`src/rtl/fetch_pkg.sv`:
```
// fetch_pkg: shared types and constants for the instruction-fetch stage.
//   - fetch_state_e : fetch FSM states (RESET, FETCH, DRAIN)
//   - JMP_*         : decode JMPSel encodings
//   - NOP_INSTR     : value the IF/ID register holds when empty
//   - PC_W          : PC / instruction-address width
//   - sat_inc       : saturating add used by the performance counters
package fetch_pkg;

    localparam int PC_W = 32;

    typedef enum logic [1:0] {
        ST_RESET = 2'd0,
        ST_FETCH = 2'd1,
        ST_DRAIN = 2'd2
    } fetch_state_e;

    localparam logic [1:0] JMP_SEQ = 2'b00;
    localparam logic [1:0] JMP_ABS = 2'b01;
    localparam logic [1:0] JMP_REG = 2'b10;

    localparam logic [31:0] NOP_INSTR = 32'h0000_0000;

    function automatic logic [31:0] sat_inc(input logic [31:0] a, input logic [1:0] inc);
        logic [32:0] s;
        s = {1'b0, a} + {31'b0, inc};
        return s[32] ? 32'hFFFF_FFFF : s[31:0];
    endfunction

endpackage

```
`src/rtl/fetch_skid.sv`:
```
// fetch_skid: one-entry holding buffer for a fetch response that arrives
// while IF/ID is stalled with a live instruction.
//   clk, rst (async, active-low)
//   push/push_instr/push_pc : capture an entry
//   pop                     : entry moved to IF/ID
//   clear                   : redirect, drop the entry (wins over push/pop)
//   instr/pc/valid          : current contents
module fetch_skid
    import fetch_pkg::*;
(
    input  logic            clk,
    input  logic            rst,
    input  logic            push,
    input  logic            pop,
    input  logic            clear,
    input  logic [31:0]     push_instr,
    input  logic [PC_W-1:0] push_pc,
    output logic [31:0]     instr,
    output logic [PC_W-1:0] pc,
    output logic            valid
);

    logic [31:0]     instr_q, instr_d;
    logic [PC_W-1:0] pc_q, pc_d;
    logic            valid_q, valid_d;

    always_comb begin
        instr_d = instr_q;
        pc_d    = pc_q;
        valid_d = valid_q;
        if (clear) begin
            valid_d = 1'b0;
        end else if (push) begin
            valid_d = 1'b1;
            instr_d = push_instr;
            pc_d    = push_pc;
        end else if (pop) begin
            valid_d = 1'b0;
        end
    end

    always_ff @(posedge clk or negedge rst) begin
        if (!rst) begin
            instr_q <= NOP_INSTR;
            pc_q    <= '0;
            valid_q <= 1'b0;
        end else begin
            instr_q <= instr_d;
            pc_q    <= pc_d;
            valid_q <= valid_d;
        end
    end

    assign instr = instr_q;
    assign pc    = pc_q;
    assign valid = valid_q;

endmodule

```
`src/rtl/instr_fetch.sv`:
```
// instr_fetch: owns the PC, fetches one word per cycle from instruction
// memory over a req/ack handshake and fills the IF/ID register.
//   Params : RESET_PC (PC after reset), PC_STEP (sequential increment)
//   In     : clk, rst (async, active-low), stall, JMPSel/jmp_addr/jreg_addr
//            (decode jumps), branch_taken/branch_target (EX branches),
//            imem_ack/imem_rdata (memory response, ack may be combinational)
//   Out    : imem_req/imem_addr, instruction/pc_out/instr_valid (IF/ID),
//            flush_idex, perf_fetched/perf_squashed
// Build option: define FETCH_PERF_CNT_EN to get saturating fetch/squash
// counters; otherwise the perf outputs are tied to 0.
module instr_fetch
    import fetch_pkg::*;
#(
    parameter logic [31:0] RESET_PC = 32'h0000_0000,
    parameter logic [31:0] PC_STEP  = 32'd1
) (
    input  logic            clk,
    input  logic            rst,
    input  logic            stall,
    input  logic [1:0]      JMPSel,
    input  logic [PC_W-1:0] jmp_addr,
    input  logic [PC_W-1:0] jreg_addr,
    input  logic            branch_taken,
    input  logic [PC_W-1:0] branch_target,
    output logic            imem_req,
    output logic [PC_W-1:0] imem_addr,
    input  logic            imem_ack,
    input  logic [31:0]     imem_rdata,
    output logic [31:0]     instruction,
    output logic [PC_W-1:0] pc_out,
    output logic            instr_valid,
    output logic            flush_idex,
    output logic [31:0]     perf_fetched,
    output logic [31:0]     perf_squashed
);

    fetch_state_e    state_q, state_d;
    logic [PC_W-1:0] pc_q, pc_d;            // next address to fetch
    logic            imem_req_q, imem_req_d;
    logic [PC_W-1:0] imem_addr_q, imem_addr_d;
    logic [31:0]     instr_q, instr_d;
    logic [PC_W-1:0] pc_out_q, pc_out_d;
    logic            valid_q, valid_d;

    logic            skid_push, skid_pop, skid_clear, skid_full_d;
    logic [31:0]     skid_instr;
    logic [PC_W-1:0] skid_pc;
    logic            skid_valid;

    logic            ack_acc, jmp_hit, redirect;
    logic [PC_W-1:0] redir_pc;

    assign ack_acc  = imem_req_q && imem_ack;
    // Jumps come from the instruction in decode, which only advances when unstalled.
    assign jmp_hit  = !stall && ((JMPSel == JMP_ABS) || (JMPSel == JMP_REG));
    assign redirect = branch_taken || jmp_hit;
    assign redir_pc = branch_taken           ? branch_target :
                      (JMPSel == JMP_ABS)    ? jmp_addr      : jreg_addr;

    fetch_skid u_skid (
        .clk        (clk),
        .rst        (rst),
        .push       (skid_push),
        .pop        (skid_pop),
        .clear      (skid_clear),
        .push_instr (imem_rdata),
        .push_pc    (imem_addr_q),
        .instr      (skid_instr),
        .pc         (skid_pc),
        .valid      (skid_valid)
    );

    always_comb begin
        state_d    = state_q;
        pc_d       = pc_q;
        instr_d    = instr_q;
        pc_out_d   = pc_out_q;
        valid_d    = valid_q;
        skid_push  = 1'b0;
        skid_pop   = 1'b0;
        skid_clear = 1'b0;

        if (redirect) begin
            // Any response arriving now is wrong-path; if the request is still
            // open it must be seen through to its ack before the target goes out.
            pc_d       = redir_pc;
            valid_d    = 1'b0;
            skid_clear = 1'b1;
            state_d    = (imem_req_q && !imem_ack) ? ST_DRAIN : ST_FETCH;
        end else if (state_q == ST_RESET) begin
            state_d = ST_FETCH;
        end else if (state_q == ST_DRAIN) begin
            // IF/ID and skid were emptied by the redirect; just wait for the ack.
            if (imem_ack) state_d = ST_FETCH;
        end else begin
            if (!stall && skid_valid) begin
                // No request is open while the skid is full, so no ack can collide.
                instr_d  = skid_instr;
                pc_out_d = skid_pc;
                valid_d  = 1'b1;
                skid_pop = 1'b1;
            end else if (ack_acc && (!stall || !valid_q)) begin
                instr_d  = imem_rdata;
                pc_out_d = imem_addr_q;
                valid_d  = 1'b1;
            end else if (ack_acc) begin
                skid_push = 1'b1;
            end else if (!stall) begin
                valid_d = 1'b0;   // decode consumed IF/ID, nothing new arrived
            end
            if (ack_acc) pc_d = pc_q + PC_STEP;
        end

        skid_full_d = skid_push || (skid_valid && !skid_pop && !skid_clear);
        imem_req_d  = (state_d == ST_DRAIN) || ((state_d == ST_FETCH) && !skid_full_d);
        // DRAIN keeps the abandoned address on the bus until memory answers.
        imem_addr_d = (state_d == ST_DRAIN) ? imem_addr_q : pc_d;
    end

    always_ff @(posedge clk or negedge rst) begin
        if (!rst) begin
            state_q     <= ST_RESET;
            pc_q        <= RESET_PC;
            imem_req_q  <= 1'b0;
            imem_addr_q <= RESET_PC;
            instr_q     <= NOP_INSTR;
            pc_out_q    <= '0;
            valid_q     <= 1'b0;
        end else begin
            state_q     <= state_d;
            pc_q        <= pc_d;
            imem_req_q  <= imem_req_d;
            imem_addr_q <= imem_addr_d;
            instr_q     <= instr_d;
            pc_out_q    <= pc_out_d;
            valid_q     <= valid_d;
        end
    end

    assign imem_req    = imem_req_q;
    assign imem_addr   = imem_addr_q;
    assign instruction = instr_q;
    assign pc_out      = pc_out_q;
    assign instr_valid = valid_q;
    assign flush_idex  = branch_taken;

`ifdef FETCH_PERF_CNT_EN
    logic [31:0] perf_fetched_q, perf_fetched_d;
    logic [31:0] perf_squashed_q, perf_squashed_d;
    logic [1:0]  squash_inc;

    always_comb begin
        squash_inc = 2'd0;
        // On a jump, IF/ID holds the jump itself (consumed), so only a branch
        // discards it; a skid entry is wrong-path under either redirect.
        if (redirect)
            squash_inc = {1'b0, branch_taken && valid_q} + {1'b0, skid_valid};
        if ((state_q == ST_DRAIN) && ack_acc)
            squash_inc = squash_inc + 2'd1;
        perf_fetched_d  = sat_inc(perf_fetched_q, {1'b0, ack_acc});
        perf_squashed_d = sat_inc(perf_squashed_q, squash_inc);
    end

    always_ff @(posedge clk or negedge rst) begin
        if (!rst) begin
            perf_fetched_q  <= '0;
            perf_squashed_q <= '0;
        end else begin
            perf_fetched_q  <= perf_fetched_d;
            perf_squashed_q <= perf_squashed_d;
        end
    end

    assign perf_fetched  = perf_fetched_q;
    assign perf_squashed = perf_squashed_q;
`else
    assign perf_fetched  = '0;
    assign perf_squashed = '0;
`endif

endmodule

```
`config.mk`:
```
export PLATFORM = sky130hd
export DESIGN_NAME = instr_fetch
export DESIGN_NICKNAME = d
export VERILOG_FILES = /design/src/rtl/fetch_pkg.sv /design/src/rtl/fetch_skid.sv /design/src/rtl/instr_fetch.sv
export SDC_FILE = /design/constraint.sdc
export NUM_CORES = 1
export LEC_CHECK = 0
export ABC_AREA = 0
export CAP_MARGIN = 20
export CORE_UTILIZATION = 65
export DETAILED_ROUTE_END_ITERATION = 7
export DONT_BUFFER_PORTS = 1
export GPL_ROUTABILITY_DRIVEN = 0
export PLACE_DENSITY = 0.81
export SYNTH_ARGS = -nofsm -noshare
export SYNTH_HDL_FRONTEND = slang
export SYNTH_HIERARCHICAL = 1
export SYNTH_SLANG_ARGS = --single-unit
```
`constraint.sdc`:
```
create_clock -name clk -period 6.4 [get_ports clk]
set_clock_uncertainty 0.1 [all_clocks]
set_input_delay 0.96 -clock clk [delete_from_list [all_inputs] [get_ports clk]]
set_output_delay 0.96 -clock clk [all_outputs]
set_load 0.1 [all_outputs]
```
## Word-level counts from Yosys, hierarchy flattened

Index checks and enable logic that the tools add are counted.

| storage, ports and cells | value |
|---|---|
| output and inout bits | 163 |
| flip-flop bits (word level) | 197 |
| word-level logic and storage cells | 85 |

| cells by class | value |
|---|---|
| eq/ne operators | 9 |
| bitwise gates (word level) | 4 |
| $add $sub $neg | 1 |
| reduce and logical (&&, ||, !) cells | 25 |
| muxes and demuxes | 36 |

Operators by type and width:

| cell | count |
|---|---|
| $mux W32 | 10 |
| $add A32 B1 Y32 const B | 1 |
| $mux W1 | 21 |
| $mux W2 | 5 |
| $logic_and A1 B1 Y1 | 8 |
| $ne A4 B1 Y1 const B | 2 |
| $reduce_and A4 Y1 | 2 |
| $eq A2 B2 Y1 const B | 3 |
| $logic_not A1 Y1 | 6 |
| $logic_or A1 B1 Y1 | 5 |
| $eq A2 B1 Y1 const B | 2 |
| $ne A2 B2 Y1 const B | 2 |
| $not A1 Y1 | 4 |
| $reduce_bool A3 Y1 | 1 |
| $logic_not A2 Y1 | 1 |
| $reduce_and A2 Y1 | 1 |
| $reduce_bool A2 Y1 | 1 |

## Longest topological paths before layout

| logic depth | value |
|---|---|
| depth in word-level cells | 13 |
| gate-level depth with buffers | 11 |
| gate-level depth less buffers | 10 |

## Hierarchy

The synthesis kept the hierarchy.

Modules (own cells, without submodules):

| module | times used | cells each | area each (µm²) |
|---|---|---|---|
| instr_fetch | 1 | 794 | 7438.4 |
| fetch_skid | 1 | 140 | 2741.4 |

## Least setup slack after synthesis

Ideal clock, no wire load.

| timing | value |
|---|---|
| kind | in2reg |
| from | input port imem_ack |
| to | register imem_addr_q[24] (netlist: imem_addr[24]) |
| data required time | 6174 ps |
| data arrival time | 2620 ps |
| stages | 6 |
| setup time | 126 ps |
| buffers on the path | 1 |
| setup slack | 3554 ps |
| cell sequence | clkbuf_1 > nand2_1 > or4_4 > o31a_1 > o31a_1 > mux2_2 |

| on the way | value |
|---|---|
| word-level cells in the longest chain between the ends | 5 |
| elaborated cells on any way between the ends | 13 |
| those cells by class | eq/ne: 1; mux: 9; reduce/logical: 3 |

RTL lines:

| what | line | text |
|---|---|---|
| start, declared | instr_fetch.sv:27 | `input logic imem_ack,` |
| $logic_and A1 B1 Y1 | instr_fetch.sv:53 | `assign ack_acc = imem_req_q && imem_ack;` |
| $mux W32 | instr_fetch.sv:111 | `if (ack_acc) pc_d = pc_q + PC_STEP;` |
| $mux W32 | instr_fetch.sv:92 | `end else if (state_q == ST_DRAIN) begin` |
| $mux W32 | instr_fetch.sv:90 | `end else if (state_q == ST_RESET) begin` |
| $mux W32 | instr_fetch.sv:83 | `if (redirect) begin` |
| net pc_d[24] | instr_fetch.sv:38 | `logic [PC_W-1:0] pc_q, pc_d;` |
| end signal, assigned | instr_fetch.sv:133 | `imem_addr_q <= imem_addr_d;` |
| end, declared | instr_fetch.sv:40 | `logic [PC_W-1:0] imem_addr_q, imem_addr_d;` |

The timed path passes the listed nets, and every way through them passes these cells.
A chain may end at the register's enable or synchronous reset.

## Worst setup path in the final report

| timing | value |
|---|---|
| from | input port JMPSel[1] |
| to | register instr_q[3] (netlist: instruction[3]) |

| on the way | value |
|---|---|
| word-level cells in the longest chain between the ends | 6 |
| elaborated cells on any way between the ends | 7 |
| those cells by class | eq/ne: 2; bitwise: 1; reduce/logical: 4 |

RTL lines:

| what | line | text |
|---|---|---|
| start, declared | instr_fetch.sv:20 | `input logic [1:0] JMPSel,` |
| $eq A2 B1 Y1 / $eq A2 B2 Y1 (equally long branches) | instr_fetch.sv:55 | `assign jmp_hit = !stall && ((JMPSel == JMP_ABS) \|\| (JMPSel == JMP_REG));` |
| $logic_or A1 B1 Y1 (*) | instr_fetch.sv:55 |  |
| $logic_and A1 B1 Y1 (*) | instr_fetch.sv:55 |  |
| $logic_or A1 B1 Y1 (*) | instr_fetch.sv:56 | `assign redirect = branch_taken \|\| jmp_hit;` |
| $not A1 Y1 (no source line) (*) | n/a |  |
| $reduce_and A4 Y1 (no source line) (*) | n/a |  |
| end signal, assigned | instr_fetch.sv:134 | `instr_q <= instr_d;` |
| end, declared | instr_fetch.sv:41 | `logic [31:0] instr_q, instr_d;` |

Mark *: on every way between the ends. The rest lies on a longest branch, timed or not.

==> parameters.txt <==
Parameter                              Value

Clocking
  CTS Hold Buffers Added    0
  Post-CTS Repair Setup Buffers    0
  Number of gates resized after cts    0
  Later-pin clock latency in the skew report    0.43 ns
  Number of clock buffers inserted by TritonCTS    17
  Clock-pin slew on the worst setup and hold paths    0.07 ns
  # clock sinks    197
  CTS H-tree depth    4
  Root Driver    sky130_fd_sc_hd__clkbuf_16
  CTS tree    built
  Maximum number of buffers from clock root to sink    2

Global route
  Layer with the highest usage    met2
  Met2 layer usage reported by global route    0.4502
  Global Route met3 Usage    0.06575
  Number of global-route vias before repair    6363
  Global-route total usage across every layer    0.2819
  Maximum number of pins on one net before global-route repair    198
  Number of antenna violations at the first check in global routing    0
  Met1 routing resource usage after global routing    0.3869
  Final global-route overflow total    0
  Global-route wire length before repair    34890 um

Yosys
  Most used DFF post-synth    sky130_fd_sc_hd__dfrtp_1
  Library cell with the highest instance count after synthesis    sky130_fd_sc_hd__dfrtp_1
  Count of yosys warnings during synthesis    6
  Unique cell type count in the Yosys netlist    59
  Yosys top cell area share    0.4843
  Number of enable flip-flop cells after synthesis    0
  Post-synth top cells    sky130_fd_sc_hd__dfrtp_1, sky130_fd_sc_hd__nor2_1, sky130_fd_sc_hd__mux2i_1, sky130_fd_sc_hd__a21oi_1, sky130_fd_sc_hd__buf_4
  Top area cells in the synthesized netlist    sky130_fd_sc_hd__dfrtp_1, sky130_fd_sc_hd__mux2_4, sky130_fd_sc_hd__mux2i_1
  Async set-reset flop share out of synthesis    1.000
  Cells after Synth    934
  Post-Synthesis Cell Area    10180 um^2
  Proportion of synthesized chip area in sequential cells    0.4843
  Syn_area_per_cell    10.90 um^2
  Cell accounting for the most synthesized area    sky130_fd_sc_hd__dfrtp_1
  Number of synthesized register bits    197

Timing
  Unrepaired setup endpoints after global routing    no
  Final critical-path required period    3.908 ns
  Fmax achieved    255.9 MHz
  Measured slew at the worst slew-check pin    1.135 ns
  Final worst path period share    0.6106
  Number of slew-limit violations in the final report    0
  Final hold violation count    0
  Final setup fails    0
  Max_slew headroom    0.2435
  Final setup TNS    0 ns

Placed design
  Total of buffers placed on input and output ports    0
  HPWL reported at the end of detailed placement    15100 um
  Total placed instance area    9950 um^2
  Total placed cells including tap cells    1094

Critical path
  Timing endpoint of the critical path    instruction[3]
  Type of the setup path with the least slack    input pin to register
  Cell mode on critical path    sky130_fd_sc_hd__buf_4
  Master of the slowest instance on the critical path    sky130_fd_sc_hd__buf_4
  Biggest fanout along the worst timing path    77
  Worst path arrival time    4.16 ns
  Data required time of the worst path    6.65 ns
  WP depth    9
  Biggest cell delay along the critical path    0.64 ns
  Cell depth of the worst flop-to-flop path    5
  Crit path max-delay family    buffers and inverters
  Slack of the worst reg-to-reg path    2.91 ns
  Cell chain of the critical path    inv_1, ha_2, o21ba_2, inv_2, a211oi_4, buf_4, buf_4, nor2_1, a21oi_1
  Critical path origin    JMPSel[1]
  Endpoint of the most critical register-to-register path    u_skid/pc[25]
  Endpoint kind of the worst setup timing path    register
  Reg2Reg Launch Point    instr_valid
  Number of buffers and inverters on the critical path    4
  Type of element launching the critical path    input pin

Floorplanning
  Die area    16170 um^2
  Vert. Die Dim    127.1 um
  Placeable core area    15260 um^2
  Initial standard-cell utilization of the core    0.6672
  Number of top-level design ports    298
  Die boundary width    127.1 um
  Row count    45

Finish
  Post-synthesis to final-layout area growth    4.032%
  Net count of the finished layout    1039
  Final Instance Count excl. Fillers    1126
  Fraction of layout cells with a size suffix above 1    0.1486
  Antenna Cells    0
  Final design area excluding fillers    10590 um^2

Drt
  Sum of routed wire length over all layers    22290 um
  Drc violations    0
  DRT iter0 DRCs    498
  Average via count per standard cell    6.035
  DR WL/cell    19.80 um
  First-pass detailed-route iteration total    6
  Antenna Violating Nets Remaining    0
  Overall via count from detail_route    6795

Power
  Part of the power in combinational logic    0.137
  LEAKAGE    5.009 nW
  Pwr dens    459.2 nW/um^2
  Relative contribution of the clock network to total power    0.239
  Peak supply drop    264.9 uV
  Internal cell power    2.413 mW
  Sequential share of power    0.624
  Net switching power of the design    2.450 mW
  Switching fraction of total power    0.5039

Job
  Maximum capacitance violations    0

Hold path
  Worst hold path type    input pin to async pin

Status
  Outcome    completed
## state kept, by name, indices dropped and copies added (netlist names)
name and count:
imem_addr 32, instruction 32, pc_out 32, pc_q 32
u_skid/instr 32, u_skid/pc 32, state_q 2, imem_req 1
instr_valid 1, u_skid/valid 1
## routing by layer
metal  part of all wire  vias up
li1                   -     3119
met5                  0        -
met2               0.48      295
met4              0.013        0
met1               0.44     3359
met3              0.069       22
## power by group through the flow
stage               sequential, mW  combinational, mW  clock [mW]
CTS                           3.04              0.667        1.18
global placement              3.05              0.636           0
global route                  3.07              0.732        1.23
detailed placement            3.06              0.660           0
floorplan                     2.97              0.623           0
finish                        3.04              0.667        1.16
## cells in the final DEF, fill, tap and decap left out, types with 4 or more instances in the layout
master and n:
sky130_fd_sc_hd__dfrtp_1 197, sky130_fd_sc_hd__nor2_1 106, sky130_fd_sc_hd__mux2i_1 89, sky130_fd_sc_hd__a21oi_1 85
sky130_fd_sc_hd__conb_1 64, sky130_fd_sc_hd__nand2_1 62, sky130_fd_sc_hd__mux2_4 60, sky130_fd_sc_hd__mux2_2 25
sky130_fd_sc_hd__nand4_1 22, sky130_fd_sc_hd__clkbuf_16 17, sky130_fd_sc_hd__nand3_1 16, sky130_fd_sc_hd__nor4_1 12
sky130_fd_sc_hd__a31oi_1 10, sky130_fd_sc_hd__o31ai_1 10, sky130_fd_sc_hd__nor3_1 9, sky130_fd_sc_hd__xor2_1 9
sky130_fd_sc_hd__inv_1 8, sky130_fd_sc_hd__o22ai_1 8, sky130_fd_sc_hd__nand2b_1 7, sky130_fd_sc_hd__o21ai_1 6
sky130_fd_sc_hd__o31a_1 6, sky130_fd_sc_hd__a211oi_1 5, sky130_fd_sc_hd__buf_4 5, sky130_fd_sc_hd__and3_1 4
sky130_fd_sc_hd__xnor2_1 4, sky130_fd_sc_hd__bufinv_16 4
## metrics by stage
step / utilization / hold slack, ns / setup WS, ns / total power [mW]
global placement: 0.6521 / 0.3887 / 2.181 / 3.685
detailed placement: 0.6521 / 0.3908 / 2.065 / 3.720
CTS: 0.6941 / 0.09959 / 2.516 / 4.881
global route: 0.6941 / 0.09627 / 2.230 / 5.029
floorplan: - / 0.3799 / 3.554 / 3.594
finish: 0.6941 / 0.1194 / 2.492 / 4.863
## worst min path at each step
| stage | from | endpoint | slack [ns] | depth (start not counted) |
|---|---|---|---|---|
| floorplan | u_skid/instr[26] | u_skid/instr[26] | 0.38 | 1 |
| global placement | u_skid/pc[31] | u_skid/pc[31] | 0.39 | 1 |
| detailed placement | u_skid/instr[25] | u_skid/instr[25] | 0.39 | 1 |
| CTS | rst | pc_out[30] | 0.1 | 0 |
| global route | rst | u_skid/instr[0] | 0.1 | 0 |
| finish | rst | instruction[0] | 0.12 | 0 |
## cell families (layout without fill, tap and decap cells)
family | after synthesis | in the layout | share of synthesized area
multiplexers | 177 | 177 | 0.2070
flip-flops | 197 | 197 | 0.4843
XOR/XNOR | 13 | 13 | 0.01118
adder cells (fa/ha/maj) | 2 | 2 | 0.002458
other | 1 | 64 | 0.0003684
AO/OA/AOI/OAI | 159 | 159 | 0.09587
AND/OR/NAND/NOR | 253 | 253 | 0.1148
buffers and inverters | 132 | 50 | 0.08407
## layout make-up
type	instances	area, um^2
flip-flops and latches	197	4930
fillers	1122	4668
multi-input cells	668	4653
clock buffers	17	425.4
well taps	211	264.0
clock inverters	15	215.2
repair buffers	6	57.56
inverters	12	45.04
Note: power is estimated with default switching activity, not from simulation.
